$ cat src/rtl/inst_issue_seq_if.sv
// Command bus between the instruction sequencer and the miniature processor.
// The sequencer (master) drives the instruction fields and the issue strobe;
// the processor (slave) answers with done once the instruction has completed.
interface inst_issue_seq_if;
    logic [2:0]  cmd;
    logic [4:0]  read1;
    logic [4:0]  read2;
    logic [4:0]  write;
    logic [15:0] data;
    logic        issue;
    logic        done;

    modport master (
        output cmd, read1, read2, write, data, issue,
        input  done
    );

    modport slave (
        input  cmd, read1, read2, write, data, issue,
        output done
    );
endinterface

$ cat src/rtl/inst_issue_seq.sv
// Instruction issue sequencer: holds a small program memory loaded while idle,
// then issues one instruction at a time, waiting for the processor's done
// before presenting the next one.
// Optional feature macro: ISSUE_TIMEOUT_EN -- when defined, a WAIT that lasts
// TIMEOUT cycles without done aborts to HALT with err raised.
module inst_issue_seq #(
    parameter int DEPTH   = 32,
    parameter int ADDR_W  = 5,
    parameter int TIMEOUT = 64
) (
    input  logic              clk,
    input  logic              rst_n,
    input  logic              start,
    input  logic              prog_we,
    input  logic [ADDR_W-1:0] prog_addr,
    input  logic [33:0]       prog_wdata,
    input  logic [ADDR_W:0]   prog_len,
    inst_issue_seq_if.master  proc,
    output logic              busy,
    output logic              finished,
    output logic [ADDR_W-1:0] pc,
    output logic              err
);

    localparam logic [ADDR_W:0] DEPTH_L = (ADDR_W+1)'(DEPTH);
    localparam logic [ADDR_W:0] ONE_L   = (ADDR_W+1)'(1);

    typedef enum logic [1:0] {
        S_IDLE  = 2'd0,
        S_ISSUE = 2'd1,
        S_WAIT  = 2'd2,
        S_HALT  = 2'd3
    } state_t;

    state_t            state_q, state_d;
    logic [ADDR_W-1:0] pc_q, pc_d;
    logic [ADDR_W:0]   len_q, len_d;
    logic              issue_q, issue_d;
    logic              busy_q, busy_d;
    logic              fin_q, fin_d;
    // Set by the first issue after reset; until then the field outputs read 0
    // even though the read register itself has no reset.
    logic              valid_q, valid_d;

    logic [33:0]       mem [DEPTH];
    logic [33:0]       rd_word_q;
    logic [33:0]       fields;

    logic              idle_like;
    logic              we_ok;
    logic [ADDR_W:0]   len_clamped;

    assign idle_like   = (state_q == S_IDLE) || (state_q == S_HALT);
    assign len_clamped = (prog_len > DEPTH_L) ? DEPTH_L : prog_len;
    // Address check is done one bit wider so it stays meaningful when DEPTH
    // fills the whole address space.
    assign we_ok       = prog_we && idle_like && ({1'b0, prog_addr} < DEPTH_L);

`ifdef ISSUE_TIMEOUT_EN
    localparam int TMO_W = $clog2(TIMEOUT + 1);
    logic [TMO_W-1:0] tmo_q, tmo_d;
    logic             err_q, err_d;
    logic             tmo_hit;

    assign tmo_hit = (tmo_q == TMO_W'(TIMEOUT - 1));
`endif

    // Next-state, program counter, length latch and registered status outputs.
    always_comb begin
        state_d = state_q;
        pc_d    = pc_q;
        len_d   = len_q;
        valid_d = valid_q;
`ifdef ISSUE_TIMEOUT_EN
        tmo_d   = tmo_q;
        err_d   = err_q;
`endif
        case (state_q)
            S_IDLE, S_HALT: begin
                if (start) begin
                    len_d = len_clamped;
                    pc_d  = '0;
`ifdef ISSUE_TIMEOUT_EN
                    err_d = 1'b0;
`endif
                    state_d = (len_clamped == '0) ? S_HALT : S_ISSUE;
                end
            end
            S_ISSUE: begin
                state_d = S_WAIT;
            end
            S_WAIT: begin
                if (proc.done) begin
                    if (({1'b0, pc_q} + ONE_L) == len_q) begin
                        state_d = S_HALT;
                    end else begin
                        pc_d    = pc_q + ADDR_W'(1);
                        state_d = S_ISSUE;
                    end
`ifdef ISSUE_TIMEOUT_EN
                end else if (tmo_hit) begin
                    state_d = S_HALT;
                    err_d   = 1'b1;
                end else begin
                    tmo_d = tmo_q + TMO_W'(1);
`endif
                end
            end
            default: begin
                state_d = S_IDLE;
            end
        endcase

        // Entering ISSUE is the single point where a new instruction is fetched.
        if (state_d == S_ISSUE) begin
            valid_d = 1'b1;
`ifdef ISSUE_TIMEOUT_EN
            tmo_d   = '0;
`endif
        end

        issue_d = (state_d == S_ISSUE);
        busy_d  = (state_d == S_ISSUE) || (state_d == S_WAIT);
        fin_d   = (state_d == S_HALT);
    end

    // Control and status flops; reset aborts any instruction in flight.
    always_ff @(posedge clk or negedge rst_n) begin
        if (!rst_n) begin
            state_q <= S_IDLE;
            pc_q    <= '0;
            len_q   <= '0;
            issue_q <= 1'b0;
            busy_q  <= 1'b0;
            fin_q   <= 1'b0;
            valid_q <= 1'b0;
        end else begin
            state_q <= state_d;
            pc_q    <= pc_d;
            len_q   <= len_d;
            issue_q <= issue_d;
            busy_q  <= busy_d;
            fin_q   <= fin_d;
            valid_q <= valid_d;
        end
    end

`ifdef ISSUE_TIMEOUT_EN
    // WAIT watchdog counter and its sticky error flag.
    always_ff @(posedge clk or negedge rst_n) begin
        if (!rst_n) begin
            tmo_q <= '0;
            err_q <= 1'b0;
        end else begin
            tmo_q <= tmo_d;
            err_q <= err_d;
        end
    end

    assign err = err_q;
`else
    // Without the watchdog err can never be raised; TIMEOUT has no effect.
    assign err = (TIMEOUT < 0);
`endif

    // Program memory: write port while idle, registered read enabled on fetch.
    always_ff @(posedge clk) begin
        if (we_ok) begin
            mem[prog_addr] <= prog_wdata;
        end
        if (state_d == S_ISSUE) begin
            rd_word_q <= mem[pc_d];
        end
    end

    assign fields     = valid_q ? rd_word_q : '0;
    assign proc.cmd   = fields[33:31];
    assign proc.read1 = fields[30:26];
    assign proc.read2 = fields[25:21];
    assign proc.write = fields[20:16];
    assign proc.data  = fields[15:0];
    assign proc.issue = issue_q;

    assign busy     = busy_q;
    assign finished = fin_q;
    assign pc       = pc_q;

endmodule
$ cat src/flat_wrapper.sv
// flat-port wrapper written by rule: the top's interface ports become plain ports
module inst_issue_seq_flat 
#(
    parameter int DEPTH   = 32,
    parameter int ADDR_W  = 5,
    parameter int TIMEOUT = 64
)
  (clk, rst_n, start, prog_we, prog_addr, prog_wdata, prog_len, busy, finished, pc, err, proc_cmd, proc_read1, proc_read2, proc_write, proc_data, proc_issue, proc_done);
  inst_issue_seq_if proc_i ();
  input  logic clk;
  input  logic rst_n;
  input  logic start;
  input  logic prog_we;
  input  logic [ADDR_W-1:0] prog_addr;
  input  logic [33:0] prog_wdata;
  input  logic [ADDR_W:0] prog_len;
  output logic busy;
  output logic finished;
  output logic [ADDR_W-1:0] pc;
  output logic err;
  output wire logic [$bits(proc_i.cmd)-1:0] proc_cmd;
  output wire logic [$bits(proc_i.read1)-1:0] proc_read1;
  output wire logic [$bits(proc_i.read2)-1:0] proc_read2;
  output wire logic [$bits(proc_i.write)-1:0] proc_write;
  output wire logic [$bits(proc_i.data)-1:0] proc_data;
  output wire logic [$bits(proc_i.issue)-1:0] proc_issue;
  input wire logic [$bits(proc_i.done)-1:0] proc_done;
  assign proc_cmd = proc_i.cmd;
  assign proc_read1 = proc_i.read1;
  assign proc_read2 = proc_i.read2;
  assign proc_write = proc_i.write;
  assign proc_data = proc_i.data;
  assign proc_issue = proc_i.issue;
  assign proc_i.done = proc_done;
  inst_issue_seq #(.DEPTH(DEPTH), .ADDR_W(ADDR_W), .TIMEOUT(TIMEOUT)) u_core (.clk(clk), .rst_n(rst_n), .start(start), .prog_we(prog_we), .prog_addr(prog_addr), .prog_wdata(prog_wdata), .prog_len(prog_len), .proc(proc_i), .busy(busy), .finished(finished), .pc(pc), .err(err));
endmodule
$ cat config.mk
export PLATFORM = sky130hd
export DESIGN_NAME = inst_issue_seq_flat
export DESIGN_NICKNAME = d
export VERILOG_FILES = /design/src/rtl/inst_issue_seq_if.sv /design/src/rtl/inst_issue_seq.sv /design/src/flat_wrapper.sv
export SDC_FILE = /design/constraint.sdc
export NUM_CORES = 1
export LEC_CHECK = 0
export CAP_MARGIN = 20
export CELL_PAD_IN_SITES_DETAIL_PLACEMENT = 1
export CELL_PAD_IN_SITES_GLOBAL_PLACEMENT = 2
export CORE_MARGIN = 4
export CORE_UTILIZATION = 47
export DETAILED_ROUTE_END_ITERATION = 10
export PLACE_DENSITY = 0.79
export SETUP_SLACK_MARGIN = 0.1
export SLEW_MARGIN = 20
export SYNTH_ARGS = -nofsm -noshare
export SYNTH_HDL_FRONTEND = slang
export SYNTH_SLANG_ARGS = --single-unit
export TNS_END_PERCENT = 100
$ cat constraint.sdc
create_clock -name clk -period 4.15 [get_ports clk]
set_input_delay 0.415 -clock clk [delete_from_list [all_inputs] [get_ports clk]]
set_output_delay 0.415 -clock clk [all_outputs]
set_load 0.02 [all_outputs]
==> summary.txt, run 1 <==
Global routing
  • Global route overflow: 0
  • Initial antenna violation count: 0
  • Largest net degree at the start of global routing: 86
  • Global-route wire length before repair: ~190000 um
  • GRT Resource Usage Total: approximately 26%
  • Vias in the first global route: between 20k and 30k

Route
  • Via Count: 25.9k
  • Routed vias/inst: around 6.1
  • Post-DRT Antenna Nets: 0
  • Router iterations before antenna repair: 5
  • Initial DRC count: 2402
  • DRC viols: 0
  • Post-Route WL: around 130000 um
  • Average wire per standard cell: between 30 and 40 um

Critical path
  • Setup CP Type: reg -> reg
  • Critical path depth: 11
  • FF-to-FF path depth: 11
  • Worst path cell trace: ha_1 -> nand2b_1 -> a21o_1 -> a31o_1 -> a211oi_1 -> mux2_2 -> a21boi_4 -> nand3_2 -> buf_4 -> o22ai_1 -> nor4_2
  • Slowest stage delay, CP: around 530 ps
  • Critical path peak fanout: 11
  • Crit path DAT: between 4000 and 5000 ps
  • Crit. End Element: register
  • Worst setup SP type: register
  • Crit path from: u_core.pc[1]
  • Cell family with most CP delay: compound AO/OA/AOI/OAI gates
  • WP data required: ~4600 ps
  • Slowest-stage cell, CP: a211oi_1
  • R2r startpoint: u_core.pc[1]
  • Buf/Inv on CP: 1

Cells and area
  • Layout cell share with drive strength beyond 1: about 15%
  • Area Growth Syn to Fin: 15.6%
  • Fin nets: approximately 2.9k

Floorplanning
  • Die ar.: about 100000 sq um
  • Die Wd: about 320 um
  • Row count: between 100 and 150
  • Overall die height: around 320 um
  • IO Pins: 93
  • Starting Density: 47.3%
  • CORE AREA: 95000 sq um

Logic synthesis
  • Mapped Avg Cell Area: 16.5 sq um
  • Post-synth top area share: approximately 75%
  • Post-synth top flop: edfxtp_1
  • Register area share after synthesis: about three quarters
  • Number of synthesized flops with an enable pin: roughly 1.1k
  • Synth Cell Area: between 40000 and 50000 sq um
  • Top cells by count, synth: edfxtp_1 (1122), mux2i_1 (375), nand2_1 (295)
  • Asr flop ratio synth: 1.49%
  • Yosys cell types: 57
  • #FFs+latches synth: roughly 1.1k
  • Largest cells by area after synthesis: edfxtp_1 (75%), mux2i_1 (8.3%), nand2_1 (2.5%)
  • Warnings, synthesis: 0
  • Mapped Cells: 2719
  • Area leader, netlist: edfxtp_1
  • Syn nets: ~2.8k
  • Count leader, synth: edfxtp_1

Pwr
  • Pleak: ~18 nW
  • Peak VDD IR: 0.000388 V
  • Total power draw: 0.0296 W
  • Power Density: ~570 nW/um^2

Clock tree
  • Worst-path clk slew: about 60 ps
  • Clock buffer count from CTS: between 100 and 150
  • Worst-case clock buffer depth: 3
  • Hold Buf Count CTS: 0
  • CTS sink count: 1139
  • Postcts setup bufs: 0
  • Clock root buffer: clkbuf_16
  • H-Tree Depth: 3
  • Worst-Skew Late Latency: about 700 ps
  • CTS tree: yes

Timing
  • Tcrit/Tclk final: 94.2%
  • Setup TNS: 0 ps
  • Peak Freq: approximately 0.26 GHz
  • Max-slew headroom: between 20% and 30%
  • Final hold vios: 0
  • Unrepaired setup endpoints after global routing: no
  • Final setup viols: 0
  • Worst Skew: about 17 ps
  • Crit path time final: ~3900 ps
  • Final max-slew violation count: 0
  • Worst-Margin Slew: approximately 1100 ps

Run status
  • Outcome: completed

Worst hold path
  • Min-Delay Path Class: in -> async

Placement
  • I/O Buffers: 91
  • DP HPWL: approximately 70000 um
  • Routability cong.: between 0.8 and 0.9

Job
  • Maximum Capacitance Violations: 0
## path summary, 6_finish.rpt
path | to | slack [ps]
setup / recovery | u_core.rd_word_q[17] | 240
hold / removal | u_core.pc[4] | 220
setup reg to reg | u_core.rd_word_q[17] | 240
hold reg to reg | u_core.len_q[4] | 540
max in group asynchronous | u_core.valid_q | 3350
min in group clk | u_core.mem[23][1] | 220
## registers in the layout, summed over array words and instances, names as in the netlist
name               cells
u_core.busy            1
u_core.valid_q         1
u_core.len_q           6
u_core.pc              5
u_core.rd_word_q      34
u_core.state_q         2
u_core.proc.issue      1
u_core.finished        1
u_core.mem          1088
## timing repair
action,4_1_cts,5_1_grt
gates cloned,0,0
endpoints found under the setup margin,2,10
gates resized for setup,1,6
pin swaps,0,0
## per-stage QoR
stage / worst slack [ps] / hold slack (ps) / utilization (%) / instances / area, sq um
after floorplan: 765 / 119 / - / 2719 / 45000
after global placement: 322 / 520 / 50.8 / 4028 / 48300
after detailed placement: 144 / 534 / 50.8 / 4028 / 48300
after CTS: 241 / 201 / 54.8 / 4241 / 52000
after global routing: 91.0 / 240 / 54.7 / 4242 / 52000
final: 242 / 215 / 54.7 / 4244 / 52000
## metal layers
metal / track usage [%] / part of all wire (%) / vias up
li1: - / - / 11003
met1: 33.3 / 40 / 13630
met2: 44.4 / 50 / 984
met3: 3.79 / 6.2 / 267
met4: 8.69 / 3.6 / 0
met5: 0 / 0 / -
## layout by cell type, fill, tap and decap left out, types with 5 or more instances in the layout
master and count:
mux2i_1 374, nand4_1 106, clkinv_2 19, mux2_2 70
and2_1 35, nand2_1 292, clkbuf_16 115, o2111ai_1 34
dfrtp_1 16, clkinv_1 29, edfxtp_1 1122, nor4_1 14
nor2_1 105, clkdlybuf4s50_1 72, inv_1 5, a22oi_1 34
a221o_1 34, buf_2 19, o21ai_0 11, nor4_2 20
bufinv_16 14, nand2b_1 9, o22ai_1 68, buf_4 79
buf_12 36, o32ai_1 34, clkbuf_1 26, nor2_4 34
a21oi_1 70
## area by class of cell
type / count / area [sq um]
Fill cell: 8758 / 43000
Sequential cell: 1139 / 34100
Multi-Input combinational cell: 1407 / 10300
Clock buffer: 143 / 3000
Timing Repair Buffer: 210 / 2190
Tap cell: 1265 / 1580
Clock inverter: 70 / 724
Inverter: 8 / 38.8
Antenna cell: 2 / 5.00
## kinds of logic after synthesis
group | Yosys count | synth area share [%]
AND/OR/NAND/NOR | 646 | 6.95
multiplexers | 445 | 10.1
AO/OA/AOI/OAI | 305 | 4.87
other | 1 | 0.00834
XOR/XNOR | 5 | 0.114
adder cells (fa/ha/maj) | 5 | 0.139
buffers and inverters | 173 | 1.93
flip-flops | 1139 | 75.9
## report_power, final
group / switching (W) / total, W / internal (W) / leakage [nW]
clock: 0.00433 / 0.0103 / 0.00598 / 1.81
combinational: 0.00357 / 0.00584 / 0.00227 / 6.24
sequential: 0.000242 / 0.0135 / 0.0132 / 10.3
total: 0.00814 / 0.0296 / 0.0215 / 18.4
## worst reg2reg max path: cells and delay by family (launching register included)
kind | cells | cell delay (ps)
AO/OA/AOI/OAI | 5 | 1510
multiplexers | 1 | 470
AND/OR/NAND/NOR | 3 | 620
buffers and inverters | 1 | 380
adder cells (fa/ha/maj) | 1 | 240
flip-flops | 1 | 430
(Power assumes the default switching activity.)
==> run 2, diff against run 1 <==
--- a/config.mk
+++ b/config.mk
@@ -5,11 +5,12 @@
 export SDC_FILE = /design/constraint.sdc
 export NUM_CORES = 1
 export LEC_CHECK = 0
-export CAP_MARGIN = 20
+export CAP_MARGIN = 15
 export CELL_PAD_IN_SITES_DETAIL_PLACEMENT = 1
 export CELL_PAD_IN_SITES_GLOBAL_PLACEMENT = 2
 export CORE_MARGIN = 4
 export CORE_UTILIZATION = 47
+export CTS_CLUSTER_DIAMETER = 150
 export DETAILED_ROUTE_END_ITERATION = 10
 export PLACE_DENSITY = 0.79
 export SETUP_SLACK_MARGIN = 0.1
==> run 2 against run 1 <==
  * Worst hold slack about the same
  * Clock power is essentially flat
  * Non-clock buffer count is 1 lower
  * Cell count about the same
  * Sequential power hardly changed
  * Power is essentially flat
  * Register-to-register slack lost 30 ps
  * Clock skew is 2.2 ps lower
  * Global-route usage is the same
  * Critical path type unchanged
  * Highest routed layer unchanged
==> summary.txt, run 2 (synthesis results as in run 1) <==
Cells and area
  • Number of flip-flops in the largest register: 1088 (unchanged)
  • Area Growth Syn to Fin: 15.6% (about the same)
  • Fin cells: 4242 (was 4244)
  • Fin nets: 2934 (was 2935)
  • Finished Cell Area: 52000 sq um (about the same)
  • Layout cell share with drive strength beyond 1: 15.0% (about the same)
  • FILL cells: 8757 (was 8758)
  • Commonest non-fill, non-tap cell in the layout: edfxtp_1 (unchanged)
  • Largest registers: u_core.mem: 1088 flops, u_core.rd_word_q: 34 flops, u_core.len_q: 6 flops (unchanged)
  • Top reg by flops: u_core.mem (unchanged)
  • Most frequent cells in the layout: edfxtp_1 (1122), mux2i_1 (374), nand2_1 (292), clkbuf_16 (115), nand4_1 (106) (unchanged)

Global routing
  • Largest net degree at the start of global routing: 86 (unchanged)
  • Global-route wire length before repair: 186000 um (unchanged)
  • Vias in the first global route: 27.4k (unchanged)
  • GRT Resource Usage Total: 25.6% (unchanged)
  • Initial antenna violation count: 0 (unchanged)
  • Global route overflow: 0 (unchanged)

Critical path
  • Setup CP Type: reg -> reg (unchanged)
  • Crit path DAT: 4360 ps (was 4340 ps)
  • Worst flop-to-flop path endpoint: u_core.rd_word_q[17] (unchanged)
  • FF-to-FF path depth: 11 (unchanged)
  • WP data required: 4580 ps (about the same)
  • Critical path peak fanout: 11 (unchanged)
  • Worst setup SP type: register (unchanged)
  • FF-to-FF setup slack: 220 ps (was 240 ps)
  • Crit. End Element: register (unchanged)
  • R2r startpoint: u_core.pc[1] (unchanged)

Timing
  • Max-slew headroom: 27.9% (was 27.0%)
  • Unrepaired setup endpoints after global routing: no (unchanged)
  • Final max-slew violation count: 0 (unchanged)
  • Crit path time final: 3930 ps (was 3910 ps)
  • Final setup viols: 0 (unchanged)
  • Worst Skew: 15.0 ps (was 17.2 ps)
  • Fin Hold WS: 215 ps (about the same)
  • Worst-Margin Slew: 1080 ps (was 1090 ps)
  • Tcrit/Tclk final: 94.8% (was 94.2%)
  • Peak Freq: 0.254 GHz (was 0.256 GHz)
  • Setup TNS: 0 ps (unchanged)
  • Final hold vios: 0 (unchanged)

Worst hold path
  • Min-Delay Path Class: in -> async (unchanged)

Pwr
  • Total power draw: 0.0296 W (about the same)
  • Power Density: 569 nW/um^2 (about the same)
  • Peak VDD IR: 0.000387 V (was 0.000388 V)
  • Pleak: 18.4 nW (about the same)

Job
  • Maximum Capacitance Violations: 0 (unchanged)

Route
  • Routed vias/inst: 6.09 (was 6.10)
  • Initial DRC count: 2560 (was 2402)
  • Post-DRT Antenna Nets: 0 (unchanged)
  • Router iterations before antenna repair: 6 (was 5)
  • DRC viols: 0 (unchanged)
  • Average wire per standard cell: 30.5 um (was 30.4 um)
  • Via Count: 25.8k (was 25.9k)
  • Post-Route WL: 129000 um (about the same)

Floorplanning
  • Die Wd: 317 um (unchanged)
  • Overall die height: 317 um (unchanged)
  • Die ar.: 101000 sq um (unchanged)
  • CORE AREA: 95000 sq um (unchanged)
  • Row count: 113 (unchanged)
  • Starting Density: 47.3% (unchanged)
  • IO Pins: 93 (unchanged)

Clock tree
  • Worst-path clk slew: 60 ps (about the same)
  • Clock root buffer: clkbuf_16 (unchanged)
  • Clock buffer count from CTS: 114 (unchanged)
  • Worst-case clock buffer depth: 3 (unchanged)
  • CTS sink count: 1139 (unchanged)
  • Worst-Skew Late Latency: 700 ps (about the same)
  • CTS tree: yes (unchanged)
  • Hold Buf Count CTS: 0 (unchanged)
  • H-Tree Depth: 3 (unchanged)

Placement
  • DP HPWL: 71600 um (unchanged)
  • DP Cell Count: 4028 (unchanged)
  • Routability cong.: 0.820 (unchanged)
  • Placed cell areas: 48300 sq um (unchanged)
  • I/O Buffers: 91 (unchanged)

Run status
  • Outcome: completed (unchanged)
## run 2: cell count changes in the layout (fill, tap and decap cells not counted), sizes merged
cell   change
buf        -1
diode      -1
## run 2: worst max-delay path by stage
stage                 start              endpoint  slack (ps)  depth (start not counted)
6_report       u_core.pc[1]  u_core.rd_word_q[17]         220                         11
5_1_grt        u_core.pc[1]  u_core.rd_word_q[24]          90                         11
4_1_cts        u_core.pc[1]   u_core.rd_word_q[9]         240                         13
3_5_place_dp   u_core.pc[1]  u_core.rd_word_q[27]         140                         11
3_3_place_gp          start  u_core.rd_word_q[18]         320                         11
2_1_floorplan  u_core.pc[0]  u_core.rd_word_q[10]         760                         13
## run 2: report_power, final
part,internal [W],switching [W]
Clock,0.00598,0.00432
Sequential,0.0132,0.000243
Combinational,0.00227,0.00357
## run 2: stage by stage
step           util [%]  setup WS [ps]
2_1_floorplan         -            765
4_1_cts            54.8            241
3_5_place_dp       50.8            144
5_1_grt            54.7           91.0
6_report           54.7            216
3_3_place_gp       50.8            322
## run 2: repair_timing
| action | CTS | global route |
|---|---|---|
| setup endpoints to repair | 2 | 10 |
| resized for setup | 1 | 6 |
| buffers inserted | 0 | 0 |
| gates cloned | 0 | 0 |
## run 2: worst max-delay path, stage by stage, from the launching register on
cell and delay (ps):
dfrtp_1 440, ha_1 240, nand2b_1 170, a21o_1 190
a31o_1 190, a211oi_1 530, mux2_2 460, a21boi_4 220
nand3_2 390, buf_4 390, o22ai_1 370, nor4_2 70
## run 2: routing by layer
layer  part of all wire (%)  up-vias  track usage (%)  wire (um)
met5                      0        -                0          0
met4                    3.5        0             8.69       4570
met3                    6.1      261             3.79       7850
met2                     50      964             44.4      65100
met1                     40    13611             33.3      51700
li1                       -    10997                -          -
## run 2: layout make-up
type                            instances  area [sq um]  area share, %
Clock inverter                         70           724           1.39
Timing Repair Buffer                  209          2180           4.19
Clock buffer                          143          3000           5.78
Multi-Input combinational cell       1407         10300           19.9
Inverter                                8          38.8         0.0746
Tap cell                             1265          1580           3.05
Sequential cell                      1139         34100           65.6
Antenna cell                            1          2.50        0.00481
==> run 3, diff against run 2 <==
--- a/config.mk
+++ b/config.mk
@@ -7,9 +7,9 @@
 export LEC_CHECK = 0
 export CAP_MARGIN = 15
 export CELL_PAD_IN_SITES_DETAIL_PLACEMENT = 1
-export CELL_PAD_IN_SITES_GLOBAL_PLACEMENT = 2
+export CELL_PAD_IN_SITES_GLOBAL_PLACEMENT = 1
 export CORE_MARGIN = 4
-export CORE_UTILIZATION = 47
+export CORE_UTILIZATION = 53
 export CTS_CLUSTER_DIAMETER = 150
 export DETAILED_ROUTE_END_ITERATION = 10
 export PLACE_DENSITY = 0.79
==> run 3 against run 2 <==
  * Count of clock-buffer cells in the layout is 2 lower
  * Sequential power about the same
  * Worst setup slack got worse by 38 ps
  * Clock power about the same
  * Utilization is 7.0 points higher
  * Sequential share of layout area increased by 0.28 points
  * Power increased by 0.97%
  * Global-route usage up 4.8 points
==> summary.txt, run 3 (synthesis results as in run 1) <==
Floorplanning
  • Die ar.: 89600 sq um (was 101000 sq um)
  • CORE AREA: 83800 sq um (was 95000 sq um)
  • Row count: 106 (was 113)
  • Starting Density: 53.6% (was 47.3%)
  • Overall die height: 299 um (was 317 um)
  • IO Pins: 93 (unchanged)
  • Die Wd: 299 um (was 317 um)

Pwr
  • Reg power frac: 45.1% (was 45.5%)
  • Internal power: 0.0215 W (about the same)
  • Pleak: 18.3 nW (was 18.4 nW)
  • Peak VDD IR: 0.000409 V (was 0.000387 V)
  • Power Density: 577 nW/um^2 (was 569 nW/um^2)
  • Comb pwr share: 19.9% (was 19.7%)
  • Switch Pwr: 0.00836 W (was 0.00814 W)
  • Clock power frac: 35.0% (was 34.8%)
  • Switching Share: 28.0% (was 27.5%)

Cells and area
  • Top reg by flops: u_core.mem (unchanged)
  • Fin cells: 4101 (was 4242)
  • FILL cells: 7376 (was 8757)
  • Fin nets: 2924 (was 2934)
  • Largest registers: u_core.mem: 1088 flops, u_core.rd_word_q: 34 flops, u_core.len_q: 6 flops (unchanged)
  • Storage element area: 34100 sq um (unchanged)
  • N_diodes: 0 (was 1)
  • Number of flip-flops in the largest register: 1088 (unchanged)
  • Finished Cell Area: 51800 sq um (was 52000 sq um)
  • Commonest non-fill, non-tap cell in the layout: edfxtp_1 (unchanged)
  • Most frequent cells in the layout: edfxtp_1 (1122), mux2i_1 (374), nand2_1 (292), clkbuf_16 (117), nand4_1 (106) (was edfxtp_1 (1122), mux2i_1 (374), nand2_1 (292), clkbuf_16 (115), nand4_1 (106))
  • Multi-input gate area: 10300 sq um (about the same)
  • Area Growth Syn to Fin: 15.1% (was 15.6%)
  • Layout cell share with drive strength beyond 1: 15.3% (was 15.0%)

Global routing
  • Largest net degree at the start of global routing: 138 (was 86)
  • Global route overflow: 0 (unchanged)
  • GRT Resource Usage Total: 30.4% (was 25.6%)
  • Vias in the first global route: 28.6k (was 27.4k)
  • Global-route wire length before repair: 198000 um (was 186000 um)
  • Initial antenna violation count: 0 (unchanged)

Route
  • Routed vias/inst: 6.56 (was 6.09)
  • Average wire per standard cell: 33.4 um (was 30.5 um)
  • Post-Route WL: 137000 um (was 129000 um)
  • Post-DRT Antenna Nets: 0 (unchanged)
  • DRC viols: 0 (unchanged)
  • Router iterations before antenna repair: 5 (was 6)
  • Initial DRC count: 3083 (was 2560)
  • Via Count: 26.9k (was 25.8k)

Critical path
  • R2r startpoint: u_core.pc[1] (unchanged)
  • WP data required: 4610 ps (was 4580 ps)
  • Slowest-stage cell, CP: a211oi_1 (unchanged)
  • Buf/Inv on CP: 2 (was 1)
  • Worst setup SP type: register (unchanged)
  • Worst path cell trace: ha_1 -> nand2b_1 -> a21o_1 -> a31o_1 -> a211oi_1 -> o21a_4 -> clkinv_2 -> nand2_2 -> buf_4 -> o32ai_1 -> a221o_1 -> nor4_1 (was ha_1 -> nand2b_1 -> a21o_1 -> a31o_1 -> a211oi_1 -> mux2_2 -> a21boi_4 -> nand3_2 -> buf_4 -> o22ai_1 -> nor4_2)
  • Critical path depth: 12 (was 11)
  • Cell family with most CP delay: compound AO/OA/AOI/OAI gates (unchanged)
  • Critical path peak fanout: 34 (was 11)
  • Crit path from: u_core.pc[1] (unchanged)
  • Crit. End Element: register (unchanged)
  • FF-to-FF path depth: 12 (was 11)
  • Slowest stage delay, CP: 510 ps (was 530 ps)
  • Crit path DAT: 4430 ps (was 4360 ps)
  • Setup CP Type: reg -> reg (unchanged)

Clock tree
  • Worst-case clock buffer depth: 3 (unchanged)
  • Clock buffer count from CTS: 114 (unchanged)
  • CTS tree: yes (unchanged)
  • Worst-path clk slew: 70 ps (was 60 ps)
  • Clock root buffer: clkbuf_16 (unchanged)
  • Hold Buf Count CTS: 0 (unchanged)
  • Worst-Skew Late Latency: 670 ps (was 700 ps)
  • CTS sink count: 1139 (unchanged)
  • H-Tree Depth: 3 (unchanged)

Placement
  • DP HPWL: 75000 um (was 71600 um)
  • DP Cell Count: 3884 (was 4028)
  • I/O Buffers: 91 (unchanged)
  • Placed cell areas: 48100 sq um (was 48300 sq um)
  • Routability cong.: 0.804 (was 0.820)

Timing
  • Tcrit/Tclk final: 95.7% (was 94.8%)
  • Worst Skew: 19.5 ps (was 15.0 ps)
  • Unrepaired setup endpoints after global routing: no (unchanged)
  • Final hold vios: 0 (unchanged)
  • Max-slew headroom: 25.0% (was 27.9%)
  • Crit path time final: 3970 ps (was 3930 ps)
  • Worst-Margin Slew: 1120 ps (was 1080 ps)
  • Peak Freq: 0.252 GHz (was 0.254 GHz)
  • Final max-slew violation count: 0 (unchanged)
  • Setup TNS: 0 ps (unchanged)
  • Final setup viols: 0 (unchanged)

Worst hold path
  • Min-Delay Path Class: in -> async (unchanged)

Run status
  • Outcome: completed (unchanged)

Job
  • Maximum Capacitance Violations: 0 (unchanged)
run 3: cell count changes in the layout (fill, tap and decap cells not counted), moves of 4 or more:
cell / change
buf_4: -11
buf_2: +8
clkbuf_1: -5
clkdlybuf4s50_1: -8
clkinv_2: +7
clkinv_1: -4
run 3: worst paths after layout:
check,slack (ps),endpoint
max,180,u_core.rd_word_q[33]
min,250,u_core.finished
max reg2reg,180,u_core.rd_word_q[33]
min reg2reg,520,u_core.len_q[4]
max in group asynchronous,3300,u_core.valid_q
min in group clk,250,u_core.mem[29][14]
run 3: per-layer routing:
layer	vias to the layer above	GRT usage (%)	wire [um]
met3	369	4.97	10500
li1	10969	-	-
met1	14094	38.8	50700
met5	-	0	0
met4	0	14.1	7490
met2	1471	51.6	68100
run 3: layout make-up:
| cell class | count | share of cell area (%) |
|---|---|---|
| flip-flops and latches | 1139 | 65.9 |
| well taps | 1134 | 2.74 |
| clock buffers | 141 | 5.89 |
| inverters | 8 | 0.0749 |
| clock inverters | 73 | 1.44 |
| multi-input cells | 1407 | 19.9 |
| repair buffers | 199 | 4.00 |
run 3: per-stage QoR:
step / total power [W] / utilization (%) / setup slack [ps] / hold WS [ps]
after CTS: 0.0300 / 61.9 / 156 / 232
after global routing: 0.0308 / 61.7 / 38.8 / 263
after detailed placement: 0.0195 / 57.3 / 225 / 511
after floorplan: 0.0171 / - / 765 / 119
after global placement: 0.0193 / 57.3 / 350 / 492
final: 0.0299 / 61.7 / 177 / 245
run 3: worst register-to-register path, stage by stage, from the launching register on:
cell and delay (ps):
dfrtp_1 430, ha_1 240, nand2b_1 170, a21o_1 180
a31o_1 290, a211oi_1 510, o21a_4 260, clkinv_2 140
nand2_2 100, buf_4 510, o32ai_1 240, a221o_1 320
nor4_1 360
run 3: timing repair:
item / in CTS / in global routing
endpoints found under the setup margin: 1 / 34
pin swaps: 0 / 1
setup buffers: 0 / 3
gates resized for setup: 1 / 3
run 3: power by group through the flow:
stage	Sequential [W]	Combinational (W)	Clock, W
2_1_floorplan	0.0135	0.00355	0
3_3_place_gp	0.0137	0.00555	0
3_5_place_dp	0.0137	0.00582	0
4_1_cts	0.0135	0.00592	0.0106
5_1_grt	0.0135	0.00625	0.0111
6_report	0.0135	0.00594	0.0105
